$ cat config.mk
export PLATFORM = sky130hd
export DESIGN_NAME = ts_mm_host_sequencer
export DESIGN_NICKNAME = d
export VERILOG_FILES = /design/src/rtl/ts_mm_host_sequencer.sv
export SDC_FILE = /design/constraint.sdc
export NUM_CORES = 1
export LEC_CHECK = 0
export BUFFER_PORTS_ARGS = -buffer_cell sky130_fd_sc_hd__buf_2
export CAP_MARGIN = 15
export CORE_ASPECT_RATIO = 0.8
export CORE_MARGIN = 2
export CORE_UTILIZATION = 40
export CTS_CLUSTER_SIZE = 14
export DETAILED_ROUTE_END_ITERATION = 12
export GPL_ROUTABILITY_DRIVEN = 0
export PLACE_DENSITY = 0.69
export SLEW_MARGIN = 25
export SYNTH_ARGS = -nofsm -noshare
export SYNTH_HDL_FRONTEND = slang
export SYNTH_SLANG_ARGS = --single-unit
$ cat constraint.sdc
create_clock -name clk -period 8.5 [get_ports clk]
set_input_delay 2.55 -clock clk [delete_from_list [all_inputs] [get_ports clk]]
set_output_delay 2.55 -clock clk [all_outputs]
set_load 0.005 [all_outputs]
$ cat src/rtl/ts_mm_host_sequencer.sv
// Register-port initiator for the TS QoS channel-control block: loads a configuration
// set over mm_*, then polls the status and error-count registers every POLL_PERIOD cycles.
module ts_mm_host_sequencer #(
  parameter int unsigned POLL_PERIOD   = 1000,
  parameter int unsigned READ_LATENCY  = 1,
  parameter logic [7:0]  ADDR_CTRL     = 8'h00,
  parameter logic [7:0]  ADDR_PRIORITY = 8'h04,
  parameter logic [7:0]  ADDR_TIMER    = 8'h08,
  parameter logic [7:0]  ADDR_COMMIT   = 8'h0C,
  parameter logic [7:0]  ADDR_STATUS   = 8'h10,
  parameter logic [7:0]  ADDR_ERR      = 8'h14
) (
  input  logic        clk,
  input  logic        rst,
  input  logic        start,
  input  logic        cfg_fallback_enable,
  input  logic        cfg_manual_enable,
  input  logic [1:0]  cfg_manual_channel,
  input  logic [7:0]  cfg_channel_priority,
  input  logic [19:0] cfg_reset_timer,
  output logic        busy,
  output logic        cfg_done,
  output logic        mm_write_en,
  output logic        mm_read_en,
  output logic [7:0]  mm_addr,
  output logic [31:0] mm_wdata,
  input  logic [31:0] mm_rdata,
  output logic [1:0]  stat_active_channel,
  output logic [3:0]  stat_signal_present,
  output logic [31:0] stat_err_count,
  output logic        stat_valid
);

  typedef enum logic [2:0] {S_IDLE, S_WRITE, S_POLL_WAIT, S_RD_STATUS, S_RD_ERR} state_t;

  localparam logic [19:0] POLL_LAST = 20'(POLL_PERIOD - 1);
  localparam logic [1:0]  RD_LAST   = 2'(READ_LATENCY);

  state_t      state_q;
  logic [1:0]  wr_idx_q;
  logic [19:0] cnt_q;
  logic [1:0]  lat_q;

  logic        sh_fb_q, sh_me_q;
  logic [1:0]  sh_mc_q;
  logic [7:0]  sh_pri_q;
  logic [19:0] sh_tmr_q;

  logic        pend_q;
  logic        pend_fb_q, pend_me_q;
  logic [1:0]  pend_mc_q;
  logic [7:0]  pend_pri_q;
  logic [19:0] pend_tmr_q;

  logic [1:0]  st_ch_q;
  logic [3:0]  st_sp_q;

  logic        busy_q, done_q, we_q, re_q, sv_q;
  logic [7:0]  addr_q;
  logic [31:0] wdata_q, err_q;
  logic [1:0]  ch_q;
  logic [3:0]  sp_q;

  logic        ld_fb_d, ld_me_d;
  logic [1:0]  ld_mc_d;
  logic [7:0]  ld_pri_d;
  logic [19:0] ld_tmr_d;

  // A new load takes the pending slot if one is held, otherwise the live cfg inputs.
  always_comb begin
    ld_fb_d  = cfg_fallback_enable;
    ld_me_d  = cfg_manual_enable;
    ld_mc_d  = cfg_manual_channel;
    ld_pri_d = cfg_channel_priority;
    ld_tmr_d = cfg_reset_timer;
    if (pend_q) begin
      ld_fb_d  = pend_fb_q;
      ld_me_d  = pend_me_q;
      ld_mc_d  = pend_mc_q;
      ld_pri_d = pend_pri_q;
      ld_tmr_d = pend_tmr_q;
    end
  end

  function automatic logic [7:0] wr_addr(input logic [1:0] idx);
    case (idx)
      2'd0:    return ADDR_CTRL;
      2'd1:    return ADDR_PRIORITY;
      2'd2:    return ADDR_TIMER;
      default: return ADDR_COMMIT;
    endcase
  endfunction

  function automatic logic [31:0] wr_word(input logic [1:0] idx, input logic fb, input logic me,
                                          input logic [1:0] mc, input logic [7:0] pri,
                                          input logic [19:0] tmr);
    case (idx)
      2'd0:    return {28'd0, mc, me, fb};
      2'd1:    return {24'd0, pri};
      2'd2:    return {12'd0, tmr};
      default: return 32'h1;
    endcase
  endfunction

  always_ff @(posedge clk) begin
    if (rst) begin
      state_q  <= S_IDLE;
      wr_idx_q <= 2'd0;
      cnt_q    <= 20'd0;
      lat_q    <= 2'd0;
      pend_q   <= 1'b0;
      busy_q   <= 1'b0;
      done_q   <= 1'b0;
      we_q     <= 1'b0;
      re_q     <= 1'b0;
      addr_q   <= 8'd0;
      wdata_q  <= 32'd0;
      ch_q     <= 2'd0;
      sp_q     <= 4'd0;
      err_q    <= 32'd0;
      sv_q     <= 1'b0;
    end else begin
      done_q  <= 1'b0;
      we_q    <= 1'b0;
      re_q    <= 1'b0;
      addr_q  <= 8'd0;
      wdata_q <= 32'd0;
      sv_q    <= 1'b0;
      case (state_q)
        S_IDLE, S_POLL_WAIT: begin
          if (start) begin
            {sh_fb_q, sh_me_q, sh_mc_q, sh_pri_q, sh_tmr_q} <= {ld_fb_d, ld_me_d, ld_mc_d, ld_pri_d, ld_tmr_d};
            we_q     <= 1'b1;
            addr_q   <= wr_addr(2'd0);
            wdata_q  <= wr_word(2'd0, ld_fb_d, ld_me_d, ld_mc_d, ld_pri_d, ld_tmr_d);
            wr_idx_q <= 2'd0;
            busy_q   <= 1'b1;
            state_q  <= S_WRITE;
          end else begin
            busy_q <= 1'b0;
            if (state_q == S_POLL_WAIT) begin
              if (cnt_q == POLL_LAST) begin
                re_q    <= 1'b1;
                addr_q  <= ADDR_STATUS;
                lat_q   <= 2'd0;
                state_q <= S_RD_STATUS;
              end else begin
                cnt_q <= cnt_q + 20'd1;
              end
            end
          end
        end
        S_WRITE: begin
          if (wr_idx_q == 2'd3) begin
            done_q  <= 1'b1;
            cnt_q   <= 20'd0;
            state_q <= S_POLL_WAIT;
          end else begin
            we_q     <= 1'b1;
            addr_q   <= wr_addr(wr_idx_q + 2'd1);
            wdata_q  <= wr_word(wr_idx_q + 2'd1, sh_fb_q, sh_me_q, sh_mc_q, sh_pri_q, sh_tmr_q);
            wr_idx_q <= wr_idx_q + 2'd1;
          end
        end
        S_RD_STATUS: begin
          if (start && !pend_q) begin
            pend_q <= 1'b1;
            {pend_fb_q, pend_me_q, pend_mc_q, pend_pri_q, pend_tmr_q} <= {cfg_fallback_enable,
              cfg_manual_enable, cfg_manual_channel, cfg_channel_priority, cfg_reset_timer};
            busy_q <= 1'b1;
          end
          if (lat_q == RD_LAST) begin
            st_ch_q <= mm_rdata[1:0];
            st_sp_q <= mm_rdata[7:4];
            re_q    <= 1'b1;
            addr_q  <= ADDR_ERR;
            lat_q   <= 2'd0;
            state_q <= S_RD_ERR;
          end else begin
            lat_q <= lat_q + 2'd1;
          end
        end
        S_RD_ERR: begin
          if (lat_q == RD_LAST) begin
            ch_q  <= st_ch_q;
            sp_q  <= st_sp_q;
            err_q <= mm_rdata;
            sv_q  <= 1'b1;
            // A start seen on the capture cycle itself is loaded straight from the inputs.
            if (pend_q || start) begin
              {sh_fb_q, sh_me_q, sh_mc_q, sh_pri_q, sh_tmr_q} <= {ld_fb_d, ld_me_d, ld_mc_d, ld_pri_d, ld_tmr_d};
              we_q     <= 1'b1;
              addr_q   <= wr_addr(2'd0);
              wdata_q  <= wr_word(2'd0, ld_fb_d, ld_me_d, ld_mc_d, ld_pri_d, ld_tmr_d);
              wr_idx_q <= 2'd0;
              pend_q   <= 1'b0;
              busy_q   <= 1'b1;
              state_q  <= S_WRITE;
            end else begin
              cnt_q   <= 20'd0;
              state_q <= S_POLL_WAIT;
            end
          end else begin
            if (start && !pend_q) begin
              pend_q <= 1'b1;
              {pend_fb_q, pend_me_q, pend_mc_q, pend_pri_q, pend_tmr_q} <= {cfg_fallback_enable,
                cfg_manual_enable, cfg_manual_channel, cfg_channel_priority, cfg_reset_timer};
              busy_q <= 1'b1;
            end
            lat_q <= lat_q + 2'd1;
          end
        end
        default: state_q <= S_IDLE;
      endcase
    end
  end

  assign busy                = busy_q;
  assign cfg_done            = done_q;
  assign mm_write_en         = we_q;
  assign mm_read_en          = re_q;
  assign mm_addr             = addr_q;
  assign mm_wdata            = wdata_q;
  assign stat_active_channel = ch_q;
  assign stat_signal_present = sp_q;
  assign stat_err_count      = err_q;
  assign stat_valid          = sv_q;

endmodule

==> impl_metrics.py, run 1 <==
metrics = {
    "critical_path": {
        "critPathMaxFanout": 37,
        "r2r_setup_slack_ps": 5770,
        "critPathSlowestCell": "clkinv_1",
        "crit_buf_inv": 2,
        "rr_startpoint": "state_q[0]",
        "cp_top_family": "buffers and inverters",
        "crit_chain": "buf_2 > clkinv_1 > and3_1 > and2_1",
        "start_kind": "input port",
        "worstSetupPathType": "in -> reg",
        "cp.arrival_ps": 4510,
        "cp.required_ps": 8810,
        "cp-startpoint": "rst",
        "slowest_delay_ps": 700,
        "end_kind": "flip-flop",
    },
    "clock_network": {
        "htreeDepth": 4,
        "cts_buffers": 17,
        "clockBufferDepth": 2,
        "post_cts_buffers": 0,
        "cts-root-buf": "clkbuf_16",
        "cts_resized": 0,
        "clk_latency_ps": 420,
        "path_clk_slew_ps": 60,
        "ctsHoldBuffers": 0,
        "cts_sinks": 161,
        "cts_tree": "built",
    },
    "global_routing": {
        "antenna_found_initial": 0,
        "grt_overflow": 0,
        "grt_use_total_pct": 16.8,
        "grt_max_degree": 40,
        "first_global_vias": 4600,
        "grt_pass1_wl_um": 23800,
    },
    "routing": {
        "routed_via_density": 5.08,
        "wirelength_um": 14500,
        "drt_iter0_drc": 374,
        "route.vias.total": 4921,
        "drc_errors": 0,
        "first_pass_iters": 5,
        "antenna_left": 0,
        "wl_per_cell_um": 14.9,
    },
    "job": {
        "cap_violations": 0,
    },
    "timing": {
        "final-max-slew-violation-count": 0,
        "finalSetupViolations": 0,
        "tightestPinTransition_ps": 946,
        "relSlewSlack_pct": 36.6,
        "hold_viol": 0,
        "layout_min_cycle_time_ps": 4200,
        "fin_ws_ps": 4300,
        "rsz0062_at_grt": "no",
        "final.setup_skew_ps": 11.5,
        "fmax_mhz": 238,
        "tns_ps": 0,
        "fin_crit_sh_pct": 49.4,
    },
    "floorplanning": {
        "die_w_um": 149,
        "core_um2": 16500,
        "die_h_um": 120,
        "initial_core_util_pct": 40.8,
        "ios": 150,
        "rows": 42,
        "dieArea_um2": 17900,
    },
    "yosys": {
        "ys_warn_count": 0,
        "synthTopCellsByArea": "edfxtp_1, dfxtp_1, mux2_2",
        "synth.avg_cell_area_um2": 10.9,
        "yosysTopAreaCell": "edfxtp_1",
        "synth_cell_types": 68,
        "synth_seq_cells": 161,
        "syn-cell-area_um2": 6740,
        "synthFlopType": "dfxtp_1",
        "synth_async_sr_flop_share_pct": 0,
        "synth_top_area_share_pct": 29.9,
        "synth-edff-count": 67,
        "ys_seq_area_share_pct": 57.8,
        "syn_inst": 617,
    },
    "power": {
        "pwr_density_cell_nw_per_um2": 214,
        "p_leak_nw": 3.10,
        "ir_drop_mv": 0.158,
    },
    "cells_and_area": {
        "final_nets": 810,
        "final_cell_mix": "buf_2, nand2_1, dfxtp_1",
        "drive_gt1_share_pct": 29.9,
        "final_common_cell": "buf_2",
        "synthToLayoutAreaGrowth_pct": 19.7,
        "insertedDiodeCount": 0,
        "fin_util_pct": 48.8,
        "design_area_um2": 8060,
    },
    "place": {
        "placed_area_um2": 7500,
        "post-dp-hpwl_um": 9640,
        "port_buffers": 132,
        "post-place-ws_ps": 3830,
    },
    "hold_path": {
        "hp-start": "sh_tmr_q[9]",
        "min_path_type": "reg -> reg",
    },
    "run_status": {
        "status": "finished clean",
    },
}
-- sequential cells by signal, summed over array words and instances (netlist names), 2 cells and up --
signal	cells
stat_err_count	32
cnt_q	20
mm_wdata	20
pend_tmr_q	20
sh_tmr_q	20
pend_pri_q	8
sh_pri_q	8
st_sp_q	4
stat_signal_present	4
mm_addr	3
state_q	3
lat_q	2
pend_mc_q	2
st_ch_q	2
stat_active_channel	2
wr_idx_q	2
-- area by class of cell --
class	count	area, µm²
Fill cell	1519	8440
Tap cell	220	275
Timing Repair Buffer	138	706
Clock buffer	20	479
Sequential cell	161	3890
Inverter	11	41.3
Clock inverter	12	76.3
Multi-Input combinational cell	407	2590
-- report_power, final --
| part | switching [mW] | internal [mW] | total [mW] |
|---|---|---|---|
| Sequential | 0.0152 | 0.834 | 0.849 |
| Clock | 0.302 | 0.407 | 0.709 |
| Combinational | 0.0958 | 0.0732 | 0.169 |
| Total | 0.413 | 1.31 | 1.73 |
-- metrics by stage --
| stage | hold slack (ps) | total power, mW | instances |
|---|---|---|---|
| after CTS | 442 | 1.74 | 969 |
| after floorplan | 420 | 0.987 | 633 |
| after global placement | 424 | 1.03 | 937 |
| final | 439 | 1.73 | 969 |
| after detailed placement | 428 | 1.03 | 937 |
| after global routing | 454 | 1.80 | 969 |
-- worst reg2reg max path, stage by stage, from the launching register on --
cell	delay (ps)
dfxtp_1	830
nand2b_2	370
a2bb2oi_2	190
o32a_1	740
o211ai_1	190
a32o_1	310
-- final timing paths --
path | to | depth (start not counted)
min | mm_wdata[9] | 1
max | mm_wdata[12] | 4
min reg2reg | mm_wdata[9] | 1
max reg2reg | cnt_q[2] | 5
-- synthesized netlist by cell type, drive strengths merged, types with 6 or more instances --
| library cell | n |
|---|---|
| nand2 | 96 |
| dfxtp | 94 |
| edfxtp | 67 |
| a21oi | 52 |
| mux2 | 32 |
| buf | 31 |
| nor2 | 27 |
| clkbuf | 23 |
| nand3 | 19 |
| and2 | 16 |
| o21ai | 15 |
| a32o | 14 |
| nor3 | 13 |
| inv | 10 |
| and3 | 9 |
| nor4 | 9 |
| a22oi | 8 |
| ha | 7 |
| o211ai | 6 |
-- logic make-up after synthesis --
group,Yosys count,synth area share (%)
simple gates,222,17.1
flops,161,57.8
compound gates,127,13.1
buf+inv,65,5.03
mux,34,5.65
fa+ha+maj,7,1.30
other cells,1,0.0557
-- metal layers --
layer  share of wire, %  up-vias  track usage [%]
li1                   -     2448                -
met1                 47     2332             23.5
met2                 47      128             25.3
met3                5.0       13             4.94
met4               0.96        0             5.06
met5                  0        -                0
Power figures use the tool's default switching activity.
==> inputs of run 2 (changes only) <==
--- a/config.mk
+++ b/config.mk
@@ -13,7 +13,7 @@
 export CTS_CLUSTER_SIZE = 14
 export DETAILED_ROUTE_END_ITERATION = 12
 export GPL_ROUTABILITY_DRIVEN = 0
-export PLACE_DENSITY = 0.69
+export PLACE_DENSITY = 0.67
 export SLEW_MARGIN = 25
 export SYNTH_ARGS = -nofsm -noshare
 export SYNTH_HDL_FRONTEND = slang
==> constraint.sdc (replaced) <==
create_clock -name clk -period 3.92 [get_ports clk]
set_input_delay 1.176 -clock clk [delete_from_list [all_inputs] [get_ports clk]]
set_output_delay 1.176 -clock clk [all_outputs]
set_load 0.005 [all_outputs]
==> run 2 against run 1 <==
Worst hold slack worse by 1.9 ps. Critical endpoint is now cnt_q[12]. Combinational power is 120% higher. Register-to-register slack got worse by 4500 ps. Sequential share of layout area decreased by 0.59 points. Critical path depth grew 1. Sequential cell count unchanged. Die area stayed put. Sequential power increased by 120%. Largest power group unchanged. Highest routed layer unchanged.
==> impl_metrics.py, run 2 (same netlist as run 1, synthesis figures left out) <==
metrics = {
    "floorplanning": {
        "die_w_um": 149,
        "rows": 42,
        "die_h_um": 120,
        "core_um2": 16500,
        "ios": 150,
        "initial_core_util_pct": 40.8,
        "dieArea_um2": 17900,
    },
    "power": {
        "power_frac_seq_pct": 47.2,
        "power_mw": 3.91,
        "p_sw_uw": 943,
        "p_sw_share_pct": 24.1,
        "p_leak_nw": 3.16,
        "clkPwrFrac_pct": 43.3,
        "comb_power_share_pct": 9.5,
        "ir_drop_mv": 0.299,
        "pwr_density_cell_nw_per_um2": 479,
        "p_int_mw": 2.96,
    },
    "timing": {
        "fin_ws_ps": 1280,
        "whs_ps": 437,
        "layout_min_cycle_time_ps": 2640,
        "fmax_mhz": 379,
        "rsz0062_at_grt": "no",
        "final-max-slew-violation-count": 0,
        "tns_ps": 0,
        "hold_viol": 0,
        "tightestPinTransition_ps": 946,
        "relSlewSlack_pct": 36.8,
        "finalSetupViolations": 0,
        "final.setup_skew_ps": 9.47,
        "fin_crit_sh_pct": 67.4,
    },
    "cells_and_area": {
        "final_cell_mix": "buf_2, nand2_1, dfxtp_1",
        "design_area_um2": 8160,
        "final_common_cell": "buf_2",
        "final_nets": 813,
        "drive_gt1_share_pct": 30.7,
        "largest_reg_flops": 32,
        "synthToLayoutAreaGrowth_pct": 21.1,
        "insertedDiodeCount": 0,
    },
    "critical_path": {
        "end_kind": "flip-flop",
        "critPathMaxFanout": 23,
        "cp.arrival_ps": 2980,
        "cp.required_ps": 4260,
        "r2r_setup_slack_ps": 1280,
        "crit_buf_inv": 0,
        "critPathSlowestCell": "or4_4",
        "start_kind": "flip-flop",
        "worstSetupPathType": "reg -> reg",
        "slowest_delay_ps": 640,
        "cp_top_family": "simple AND/OR/NAND/NOR gates",
        "crit_chain": "nand2b_2 > nor3_4 > o32ai_2 > or4_4 > a221oi_2",
    },
    "place": {
        "port_buffers": 132,
        "placed_area_um2": 7540,
        "post-place-ws_ps": 999,
        "post-dp-hpwl_um": 9570,
    },
    "clock_network": {
        "cts_tree": "built",
        "cts_sinks": 161,
        "post_cts_buffers": 0,
        "path_clk_slew_ps": 70,
        "ctsHoldBuffers": 0,
        "cts_buffers": 17,
        "clk_latency_ps": 420,
        "clockBufferDepth": 2,
        "cts-root-buf": "clkbuf_16",
        "htreeDepth": 4,
        "cts_resized": 0,
    },
    "job": {
        "cap_violations": 0,
    },
    "routing": {
        "first_pass_iters": 4,
        "wirelength_um": 14700,
        "antenna_left": 0,
        "drt_iter0_drc": 368,
        "route.vias.total": 4983,
        "drc_errors": 0,
        "routed_via_density": 5.13,
        "wl_per_cell_um": 15.1,
    },
    "global_routing": {
        "grt_use_total_pct": 17.0,
        "grt_pass1_wl_um": 24400,
        "grt_max_degree": 68,
        "grt_overflow": 0,
        "first_global_vias": 4661,
        "antenna_found_initial": 0,
    },
    "run_status": {
        "status": "finished clean",
    },
    "hold_path": {
        "min_path_type": "reg -> reg",
    },
}
==> run 2: final timing paths <==
check                           cells after the start          from      endpoint
worst max-delay path                                5    state_q[0]     cnt_q[12]
worst min register to register                      1  sh_tmr_q[15]  mm_wdata[15]
worst min-delay path                                1  sh_tmr_q[15]  mm_wdata[15]
worst max register to register                      5    state_q[0]     cnt_q[12]
==> run 2: per-stage QoR <==
stage / utilization, % / cells
after floorplan: - / 633
after global placement: 45.7 / 940
after detailed placement: 45.7 / 940
after CTS: 49.4 / 972
after global routing: 49.4 / 972
final: 49.4 / 972
==> run 2: final cells by class <==
type                    count  area, µm²
clock inverters             9       77.6
flip-flops and latches    161       3890
clock buffers              23        542
well taps                 220        275
multi-input cells         407       2600
repair buffers            141        728
fillers                  1556       8340
inverters                  11       41.3
==> run 2: power groups by stage <==
stage               Clock, mW  Combinational (mW)  Sequential [mW]
floorplan                   0               0.279             1.86
global placement            0               0.369             1.88
detailed placement          0               0.371             1.88
finish                   1.69               0.372             1.84
global route             1.82               0.413             1.85
CTS                      1.73               0.374             1.84
==> run 2: metal layers <==
layer / vias up / wire (µm) / track usage (%)
met2: 146 / 6470 / 24.0
met1: 2359 / 7120 / 25.1
met4: 0 / 272 / 6.49
li1: 2459 / - / -
met5: - / 0 / 0
met3: 19 / 843 / 4.18
